==> config.mk <==
export PLATFORM = sky130hd
export DESIGN_NAME = daa_io_pad_tx
export DESIGN_NICKNAME = d
export VERILOG_FILES = /design/src/rtl/daa_io_pkg.sv /design/src/rtl/daa_sync_fifo.sv /design/src/rtl/daa_io_pad_tx.sv
export SDC_FILE = /design/constraint.sdc
export NUM_CORES = 1
export LEC_CHECK = 0
export BUFFER_PORTS_ARGS = -buffer_cell sky130_fd_sc_hd__buf_2
export CORE_MARGIN = 2
export CORE_UTILIZATION = 40
export CTS_CLUSTER_DIAMETER = 80
export DETAILED_ROUTE_END_ITERATION = 10
export HOLD_SLACK_MARGIN = 0.12
export SLEW_MARGIN = 20
export SYNTH_ARGS = -nofsm -noshare
export SYNTH_HDL_FRONTEND = slang
export SYNTH_SLANG_ARGS = --single-unit
==> constraint.sdc <==
create_clock -name wb_clk_i -period 4.5 [get_ports wb_clk_i]
set_clock_uncertainty 0.05 [all_clocks]
set_input_delay 0.45 -clock wb_clk_i [delete_from_list [all_inputs] [get_ports wb_clk_i]]
set_output_delay 0.45 -clock wb_clk_i [all_outputs]
set_load 0.05 [all_outputs]
==> src/rtl/daa_io_pkg.sv <==
// Shared definitions for the user-project pad engines (transmit and receive paths).
package daa_io_pkg;

    localparam int PAD_TX_W    = 10;
    localparam int TX_STB_BIT  = 8;
    localparam int TX_LAST_BIT = 9;

    typedef enum logic [1:0] {
        IDLE     = 2'd0,
        SETUP    = 2'd1,
        WAIT_ACK = 2'd2
    } tx_state_e;

endpackage

==> src/rtl/daa_sync_fifo.sv <==
// Single-clock word FIFO; an empty FIFO forwards a same-cycle push straight to the read side.
module daa_sync_fifo
    import daa_io_pkg::*;
#(
    parameter int W     = 17,
    parameter int DEPTH = 4
) (
    input  logic         clk,
    input  logic         rst_n,
    input  logic         push_i,
    input  logic [W-1:0] wr_data_i,
    input  logic         pop_i,
    output logic [W-1:0] rd_data_o,
    output logic         rd_valid_o,
    output logic         empty_o,
    output logic         not_full_o
);

    localparam int AW = (DEPTH > 1) ? $clog2(DEPTH) : 1;
    localparam int CW = AW + 1;

    logic [W-1:0]  mem_r [DEPTH];
    logic [AW-1:0] wr_ptr_r;
    logic [AW-1:0] rd_ptr_r;
    logic [CW-1:0] count_r;
    logic [CW-1:0] count_next_s;
    logic          not_full_r;
    logic          empty_s;

    assign empty_s    = (count_r == {CW{1'b0}});
    assign empty_o    = empty_s;
    assign not_full_o = not_full_r;
    assign rd_valid_o = !empty_s || push_i;
    assign rd_data_o  = empty_s ? wr_data_i : mem_r[rd_ptr_r];

    // Occupancy after this cycle's push/pop (a bypassed word leaves it unchanged)
    always_comb begin
        count_next_s = count_r;
        case ({push_i, pop_i})
            2'b10:   count_next_s = count_r + CW'(1'b1);
            2'b01:   count_next_s = count_r - CW'(1'b1);
            default: count_next_s = count_r;
        endcase
    end

    // Storage write port
    always_ff @(posedge clk) begin
        if (push_i) begin
            mem_r[wr_ptr_r] <= wr_data_i;
        end
    end

    // Pointers, occupancy and the registered room flag (held low through reset)
    always_ff @(posedge clk or negedge rst_n) begin
        if (!rst_n) begin
            wr_ptr_r   <= {AW{1'b0}};
            rd_ptr_r   <= {AW{1'b0}};
            count_r    <= {CW{1'b0}};
            not_full_r <= 1'b0;
        end else begin
            if (push_i) begin
                wr_ptr_r <= wr_ptr_r + AW'(1'b1);
            end
            if (pop_i) begin
                rd_ptr_r <= rd_ptr_r + AW'(1'b1);
            end
            count_r    <= count_next_s;
            not_full_r <= (count_next_s != CW'(DEPTH));
        end
    end

endmodule

==> src/rtl/daa_io_pad_tx.sv <==
// Transmit pad engine: buffered words go out byte-serial, LSB-first, on a strobe/ack toggle handshake.
module daa_io_pad_tx
    import daa_io_pkg::*;
#(
    parameter int DATA_W     = 16,
    parameter int FIFO_DEPTH = 4,
    parameter int SETUP_CYC  = 1
) (
    input  logic                wb_clk_i,
    input  logic                wb_rst_ni,
    input  logic [DATA_W-1:0]   s_data_i,
    input  logic                s_last_i,
    input  logic                s_valid_i,
    output logic                s_ready_o,
    input  logic                tx_en_i,
    input  logic                host_ack_i,
    output logic [PAD_TX_W-1:0] io_out_o,
    output logic [PAD_TX_W-1:0] io_oeb_o,
    output logic                busy_o,
    output logic                proto_err_o
);

    localparam int NBYTE = DATA_W / 8;
    localparam int NBW   = $clog2(NBYTE + 1);
    localparam int CNTW  = (SETUP_CYC > 1) ? $clog2(SETUP_CYC) : 1;

    logic [DATA_W:0]     fifo_rd_data_s;
    logic                fifo_rd_valid_s;
    logic                fifo_empty_s;
    logic                fifo_not_full_s;
    logic                push_s;
    logic                pop_s;
    logic                ack_match_s;
    logic                word_done_s;
    logic [DATA_W-1:0]   next_shift_s;
    logic [PAD_TX_W-1:0] pad_s;

    tx_state_e           state_r;
    logic [DATA_W-1:0]   shift_r;
    logic [NBW-1:0]      nbyte_r;
    logic [CNTW-1:0]     setup_cnt_r;
    logic                word_last_r;
    logic [7:0]          byte_r;
    logic                strobe_r;
    logic                last_r;
    logic                ack_meta_r;
    logic                ack_sync_r;
    logic                ack_prev_r;
    logic                proto_err_r;
    logic                tx_en_r;

    daa_sync_fifo #(
        .W     (DATA_W + 1),
        .DEPTH (FIFO_DEPTH)
    ) u_fifo (
        .clk        (wb_clk_i),
        .rst_n      (wb_rst_ni),
        .push_i     (push_s),
        .wr_data_i  ({s_last_i, s_data_i}),
        .pop_i      (pop_s),
        .rd_data_o  (fifo_rd_data_s),
        .rd_valid_o (fifo_rd_valid_s),
        .empty_o    (fifo_empty_s),
        .not_full_o (fifo_not_full_s)
    );

    assign push_s       = s_valid_i && fifo_not_full_s;
    assign s_ready_o    = fifo_not_full_s;
    assign ack_match_s  = (ack_sync_r == strobe_r);
    assign word_done_s  = ack_match_s && (nbyte_r == NBW'(1'b1));
    assign next_shift_s = shift_r >> 4'd8;
    assign busy_o       = !fifo_empty_s || (state_r != IDLE);
    assign proto_err_o  = proto_err_r;
    assign io_oeb_o     = tx_en_r ? {PAD_TX_W{1'b0}} : {PAD_TX_W{1'b1}};

    // Pad word assembled from registered byte, strobe and last flag
    always_comb begin
        pad_s              = {PAD_TX_W{1'b0}};
        pad_s[7:0]         = byte_r;
        pad_s[TX_STB_BIT]  = strobe_r;
        pad_s[TX_LAST_BIT] = last_r;
    end
    assign io_out_o = pad_s;

    // A word is taken from the FIFO when idle, or straight after the last byte of the current word
    always_comb begin
        pop_s = 1'b0;
        if (tx_en_i && fifo_rd_valid_s) begin
            case (state_r)
                IDLE:     pop_s = 1'b1;
                WAIT_ACK: pop_s = word_done_s;
                default:  pop_s = 1'b0;
            endcase
        end else begin
            pop_s = 1'b0;
        end
    end

    // Ack synchroniser, edge history, sticky protocol error and pad-enable register
    always_ff @(posedge wb_clk_i or negedge wb_rst_ni) begin
        if (!wb_rst_ni) begin
            ack_meta_r  <= 1'b0;
            ack_sync_r  <= 1'b0;
            ack_prev_r  <= 1'b0;
            proto_err_r <= 1'b0;
            tx_en_r     <= 1'b0;
        end else begin
            ack_meta_r <= host_ack_i;
            ack_sync_r <= ack_meta_r;
            ack_prev_r <= ack_sync_r;
            tx_en_r    <= tx_en_i;
            if ((ack_sync_r != ack_prev_r) && (state_r != WAIT_ACK)) begin
                proto_err_r <= 1'b1;
            end
        end
    end

    // Byte sequencer; frozen entirely while tx_en_i is low
    always_ff @(posedge wb_clk_i or negedge wb_rst_ni) begin
        if (!wb_rst_ni) begin
            state_r     <= IDLE;
            shift_r     <= {DATA_W{1'b0}};
            nbyte_r     <= {NBW{1'b0}};
            setup_cnt_r <= {CNTW{1'b0}};
            word_last_r <= 1'b0;
            byte_r      <= 8'h00;
            strobe_r    <= 1'b0;
            last_r      <= 1'b0;
        end else if (tx_en_i) begin
            if (pop_s) begin
                shift_r     <= fifo_rd_data_s[DATA_W-1:0];
                word_last_r <= fifo_rd_data_s[DATA_W];
                byte_r      <= fifo_rd_data_s[7:0];
                last_r      <= fifo_rd_data_s[DATA_W] && (NBYTE == 1);
                nbyte_r     <= NBW'(NBYTE);
                setup_cnt_r <= {CNTW{1'b0}};
                state_r     <= SETUP;
            end else begin
                case (state_r)
                    IDLE: state_r <= IDLE;
                    SETUP: begin
                        if (setup_cnt_r == CNTW'(SETUP_CYC - 1)) begin
                            strobe_r <= ~strobe_r;
                            state_r  <= WAIT_ACK;
                        end else begin
                            setup_cnt_r <= setup_cnt_r + CNTW'(1'b1);
                        end
                    end
                    WAIT_ACK: begin
                        if (word_done_s) begin
                            state_r <= IDLE;
                        end else if (ack_match_s) begin
                            shift_r     <= next_shift_s;
                            byte_r      <= next_shift_s[7:0];
                            last_r      <= word_last_r && (nbyte_r == NBW'(2'd2));
                            nbyte_r     <= nbyte_r - NBW'(1'b1);
                            setup_cnt_r <= {CNTW{1'b0}};
                            state_r     <= SETUP;
                        end
                    end
                    default: state_r <= IDLE;
                endcase
            end
        end
    end

endmodule

* After elaboration in Yosys (flattened, before gate mapping)
Memories as Yosys holds them, arrays and structs flattened.
Index checks and enable logic that the tools add are counted.
** Operators by class
- $add $sub $neg :: 6
- Equal/unequal tests :: 15
- Multiplexer cells :: 33
- Bitwise logic cells :: 3
- Reduce and logical (&&, ||, !) cells :: 19
** Operators by type and width (number)
- 2-to-1 mux 16 bit :: 4
- 2-to-1 mux 8 bit :: 4
- 2-to-1 mux 17 bit :: 1
- 2-to-1 mux 2 bit :: 8
- AND reduction 4 bit :: 3
- 2-to-1 mux 1 bit :: 11
- 2-to-1 mux 10 bit :: 1
- != test 3 x 2 -> 1 bit (second input constant) :: 3
- equality test 2 x 1 -> 1 bit (second input constant) :: 3
- equality test 2 bit (second input constant) :: 3
- one-hot mux 3 bit (2 select lines) :: 1
- nonzero test 2 bit :: 3
- logical AND 1 bit :: 5
- adder 2 x 1 -> 2 bit (second input constant) :: 2
- != test 4 x 3 -> 1 bit (second input constant) :: 1
- one-hot mux 1 bit (2 select lines) :: 2
- one-hot mux 2 bit (2 select lines) :: 1
- adder 3 x 1 -> 3 bit (second input constant) :: 1
- logical NOT 3 bit :: 1
- != test 3 bit (second input constant) :: 1
- NOT 1 bit :: 3
- AND reduction 3 bit :: 1
- nonzero test 3 bit :: 1
- subtractor 3 x 1 -> 3 bit (second input constant) :: 1
- other kinds (10) :: 11
** Storage, ports and cells
- Flip-flop bits (word level) :: 45
- Bits in writable memories :: 68
- Output and inout port bits :: 23
- Logic and storage cells :: 94
- Memories kept :: 1
** Memory list
- u_fifo.mem_r :: depth 4, bits a word 17, read ports 1, clocked after Yosys merged registers in 0, wr ports 1, RTL line daa_sync_fifo.sv:22 : logic [W-1:0] mem_r [DEPTH];

* Logic depth before layout (Yosys ltp)
- Depth after elaboration :: 8
- Mapped depth :: 13
- Depth with buffers taken out :: 12

* Cells and area by module
From an unflattened synthesis, not the netlist that was laid out.
** Second synthesis, totals
- Cell total of the unflattened synthesis :: 288
- Area, all modules :: 4614.4 µm²
** Modules (own cells, without submodules)
- daa_sync_fifo :: times used 1, cells an instance 146, area each 3130.5 µm²
- daa_io_pad_tx :: times used 1, cells an instance 142, area each 1483.9 µm²

* Worst setup path after synthesis
No wires, ideal clock.
- Path type :: reg2reg
- Start :: reg u_fifo.not_full_r, in the netlist u_fifo.not_full_o
- End :: reg u_fifo.not_full_r, in the netlist u_fifo.not_full_o
- Library setup time :: 0.124 ns
- Arrival :: 2.522 ns
- Data required time :: 4.326 ns
- Setup slack :: 1.804 ns
- Stages on the path, launching flop included :: 13
- Path buffers :: 1
- Path through :: dfrtp_1 nand2_1 a21oi_1 nand2b_2 inv_2 buf_4 ha_1 inv_1 fa_1 xor2_1 nor2_1 xor2_1 nand2_1
** Between the ends
- Longest elaborated chain between the ends :: 7
- Elaborated cells between the ends (all ways) :: 8
- Those cells by class :: eq/ne (3); mux (2); reduce/logical (3)
** RTL lines
- from (decl) :: RTL line daa_sync_fifo.sv:27 : logic not_full_r;
- from (signal assigned) :: RTL line daa_sync_fifo.sv:68 : not_full_r <= (count_next_s != CW'(DEPTH));
- logical AND 1 bit (*) :: RTL line daa_io_pad_tx.sv:67 : assign push_s = s_valid_i && fifo_not_full_s;
- logical OR 1 bit (*) :: RTL line daa_sync_fifo.sv:33 : assign rd_valid_o = !empty_s || push_i;
- logical AND 1 bit (*) :: RTL line daa_io_pad_tx.sv:88 : if (tx_en_i && fifo_rd_valid_s) begin
- 2-to-1 mux 1 bit (*) :: RTL line daa_io_pad_tx.sv:88
- named net pop_s :: RTL line daa_io_pad_tx.sv:32 : logic pop_s;
- equality test 2 x 1 -> 1 bit / equality test 2 bit (equally long branches) :: RTL line daa_sync_fifo.sv:39 : case ({push_i, pop_i})
- one-hot mux 3 bit (2 select lines) (*) :: RTL line daa_sync_fifo.sv:39
- named net u_fifo.count_next_s[2] :: RTL line daa_sync_fifo.sv:26 : logic [CW-1:0] count_next_s;
- != test 3 bit (*) :: RTL line daa_sync_fifo.sv:68
Mark *: on every way through the listed nets, which the timed path passes. The rest lies on a longest branch.
A chain may end at the register's enable or synchronous reset.

* Worst setup path after layout
- Start :: reg strobe_r
- End :: reg u_fifo.not_full_r, in the netlist u_fifo.not_full_o
** Between the ends
- Longest elaborated chain between the ends :: 7
- Elaborated cells between the ends (all ways) :: 8
- Those cells by class :: eq/ne (4); mux (3); reduce/logical (1)
** RTL lines
- from (decl) :: RTL line daa_io_pad_tx.sv:44 : logic strobe_r;
- from (signal assigned) :: RTL line daa_io_pad_tx.sv:143 : strobe_r <= ~strobe_r;
- equality test 1 bit (*) :: RTL line daa_io_pad_tx.sv:69 : assign ack_match_s = (ack_sync_r == strobe_r);
- logical AND 1 bit (*) :: RTL line daa_io_pad_tx.sv:70 : assign word_done_s = ack_match_s && (nbyte_r == NBW'(1'b1));
- one-hot mux 1 bit (2 select lines) (*) :: RTL line daa_io_pad_tx.sv:89 : case (state_r)
- 2-to-1 mux 1 bit (*) :: RTL line daa_io_pad_tx.sv:88
- equality test 2 x 1 -> 1 bit / equality test 2 bit (equally long branches) :: RTL line daa_sync_fifo.sv:39
- one-hot mux 3 bit (2 select lines) (*) :: RTL line daa_sync_fifo.sv:39
- named net u_fifo.count_next_s[2] :: RTL line daa_sync_fifo.sv:26
- != test 3 bit (*) :: RTL line daa_sync_fifo.sv:68
Marks and branches as above.

==> results.ini <==
[timing]
fmax_ghz=0.336
setup_ws_ps=1520
hold_viol=0
rsz0062_at_grt=false
worstMarginPinSlew_ps=1010
fin_crit_sh_pct=66.2
maxSlewHeadroom_pct=32.9
min_period_ps=2980
tns_ps=0
drv_slew=0
finalSetupViolCount=0

[floorplanning]
num_io_pins=45
start_util_pct=41.1
die-area_um2=12000
die_h_um=110
std_cell_rows=38
core-area_um2=10800
fp.dieW_um=110

[critical_path]
start_kind=flip-flop
worst_ep_required_time_ps=4700
cp.buffers_inverters=2
cpMostUsedCell=xor2_1
slowest_stage=dfrtp_1
crit_chain=xnor2_1, a21oi_1, nand2b_2, inv_2, ha_1, inv_1, fa_1, xor2_1, nor2_1, xor2_1, nand2_1
critPathMaxFanout=20
cp.arrival_ps=3180
cp-end-kind=flip-flop
critical_path_class=reg2reg
crit_family=XOR/XNOR gates
critPathMaxStageDelay_ps=420

[synth]
synth_nets=293
synthTopCellsByArea=edfxtp_1 46%, dfrtp_1 20%, mux2i_1 9.2%
ys_ff_latch=104
synth_cells=263
synth_seq_area_share_pct=66.1
synth_cell_types=30
syn_area_um2=4450
synth_top_area_cell=edfxtp_1
yosysWarnings=0
synth_top_cell_area_share_pct=45.8
syn_avg_cell_area_um2=16.9

[cts]
path_clk_slew_ps=90
cts_tree=done
clockBufferDepth=2
htree_levels=3
cts_setup_buffers=0
clk_latency_ps=370
ctsHoldBuffers=0
cts_root_buf=clkbuf_8
cts_resized=0
cts_sinks=104
cts_buffers=9

[routing]
viasPerCell=4.93
vias=2149
drc=0
drt_pass1_iterations=4
wire_per_inst_um=17.7
drt-total-wl_um=7700
drt_iter0_drc=89
ant_nets=0

[place]
postPlaceCellArea_um2=4660
globalplace.congestion=0.722
portBuffers=44
pre_cts_slack_ps=1530
hpwl_um=4780

[final_layout]
layout.nets=321
diodes=0
syn_to_final_growth_pct=9.19
mostFrequentLayoutCell=edfxtp_1
layout-drive-gt1-share_pct=26.0
multi_input_area_um2=1270
fin_util_pct=44.9
fin_area_um2=4860
fillerInstances=967
seq_area_um2=2940
mostFrequentLayoutCells=68 x edfxtp_1, 44 x buf_2, 41 x mux2i_1

[global_route]
grt_max_degree=37
grt_first_pass_wirelength_um=12000
grt_pass1_vias=2232
track_usage_pct=14.1
grt_overflow=0
antenna_found_initial=0

[status]
status=completed

[pwr]
pwr_density_cell_nw_per_um2=653
total_leakage_power_nw=1.92
peakVddDrop_mv=0.315
p_total_mw=3.18

[flow_run]
maxCapViolCount=0

[min_path]
hp-class=in2async

## kinds of logic (layout without fill, tap and decap cells)
logic type	after synthesis	after routing	synth area share (%)
buf+inv	39	72	5.59
xor+xnor	10	10	1.97
simple gates	34	34	3.79
mux	61	61	19.3
fa+ha+maj	8	8	2.42
flops	104	104	66.1
compound gates	7	7	0.843
## through the flow
| step | cells | hold WS (ps) |
|---|---|---|
| 2_1_floorplan | 263 | 104 |
| 3_3_place_gp | 420 | 310 |
| 3_5_place_dp | 420 | 308 |
| 4_1_cts | 436 | 137 |
| 5_1_grt | 436 | 129 |
| 6_report | 436 | 131 |
## path summary, 6_finish.rpt
| kind | from | to | slack, ps | depth (start not counted) |
|---|---|---|---|---|
| setup / recovery | strobe_r | u_fifo.not_full_o | 1520 | 11 |
| setup reg to reg | strobe_r | u_fifo.not_full_o | 1520 | 11 |
| hold reg to reg | ack_meta_r | ack_sync_r | 330 | 0 |
| min in group wb_clk_i | host_ack_i | ack_meta_r | 150 | 1 |
| max in group asynchronous | wb_rst_ni | shift_r[14] | 3760 | 1 |
| hold / removal | wb_rst_ni | nbyte_r[0] | 130 | 1 |
## report_power, final
| part | internal, mW | leakage (nW) | switching, mW |
|---|---|---|---|
| Clock | 0.279 | 0.106 | 0.316 |
| Sequential | 1.29 | 1.05 | 0.182 |
| Combinational | 0.466 | 0.770 | 0.642 |
| Total | 2.04 | 1.92 | 1.14 |
## registers in the layout, indices dropped and copies added, names as in the netlist, 2 cells and up
name             flops
u_fifo.count_r       3
u_fifo.rd_ptr_r      2
u_fifo.wr_ptr_r      2
nbyte_r              2
shift_r             16
state_r              2
u_fifo.mem_r        68
## cell usage after synthesis
cell type / instances
edfxtp_1: 68
mux4_2: 9
buf_6: 2
and4bb_2: 1
o21ai_0: 2
ha_1: 7
nor3_1: 1
nand3b_1: 1
mux2_4: 1
nand4_1: 1
clkbuf_1: 1
and3_1: 4
a21oi_1: 4
inv_1: 9
a21o_1: 1
xor2_1: 3
nand2b_2: 1
nand3_1: 2
dfrtp_1: 36
nand2_1: 15
buf_4: 22
mux2i_1: 41
mux2_2: 2
fa_1: 1
buf_2: 4
nand2b_1: 3
nor2_1: 5
mux4_1: 8
xnor2_1: 7
inv_2: 1
## layout make-up
class / count / share of cell area, %
sequential: 104 / 60.5
multi-input combinational: 120 / 26.1
timing repair buffer: 46 / 4.84
tap: 140 / 3.60
clock buffer: 11 / 2.91
clock inverter: 5 / 1.31
inverter: 10 / 0.772
## routing by layer
metal  wire length, µm  global-route usage (%)  vias up  part of all wire (%)
met2              3740                    23.0       44                    49
li1                  -                       -     1009                     -
met4               110                    5.42        0                   1.4
met1              3580                    18.2     1087                    47
met5                 0                       0        -                     0
met3               269                    3.73        9                   3.5
Power figures use the tool's default switching activity.
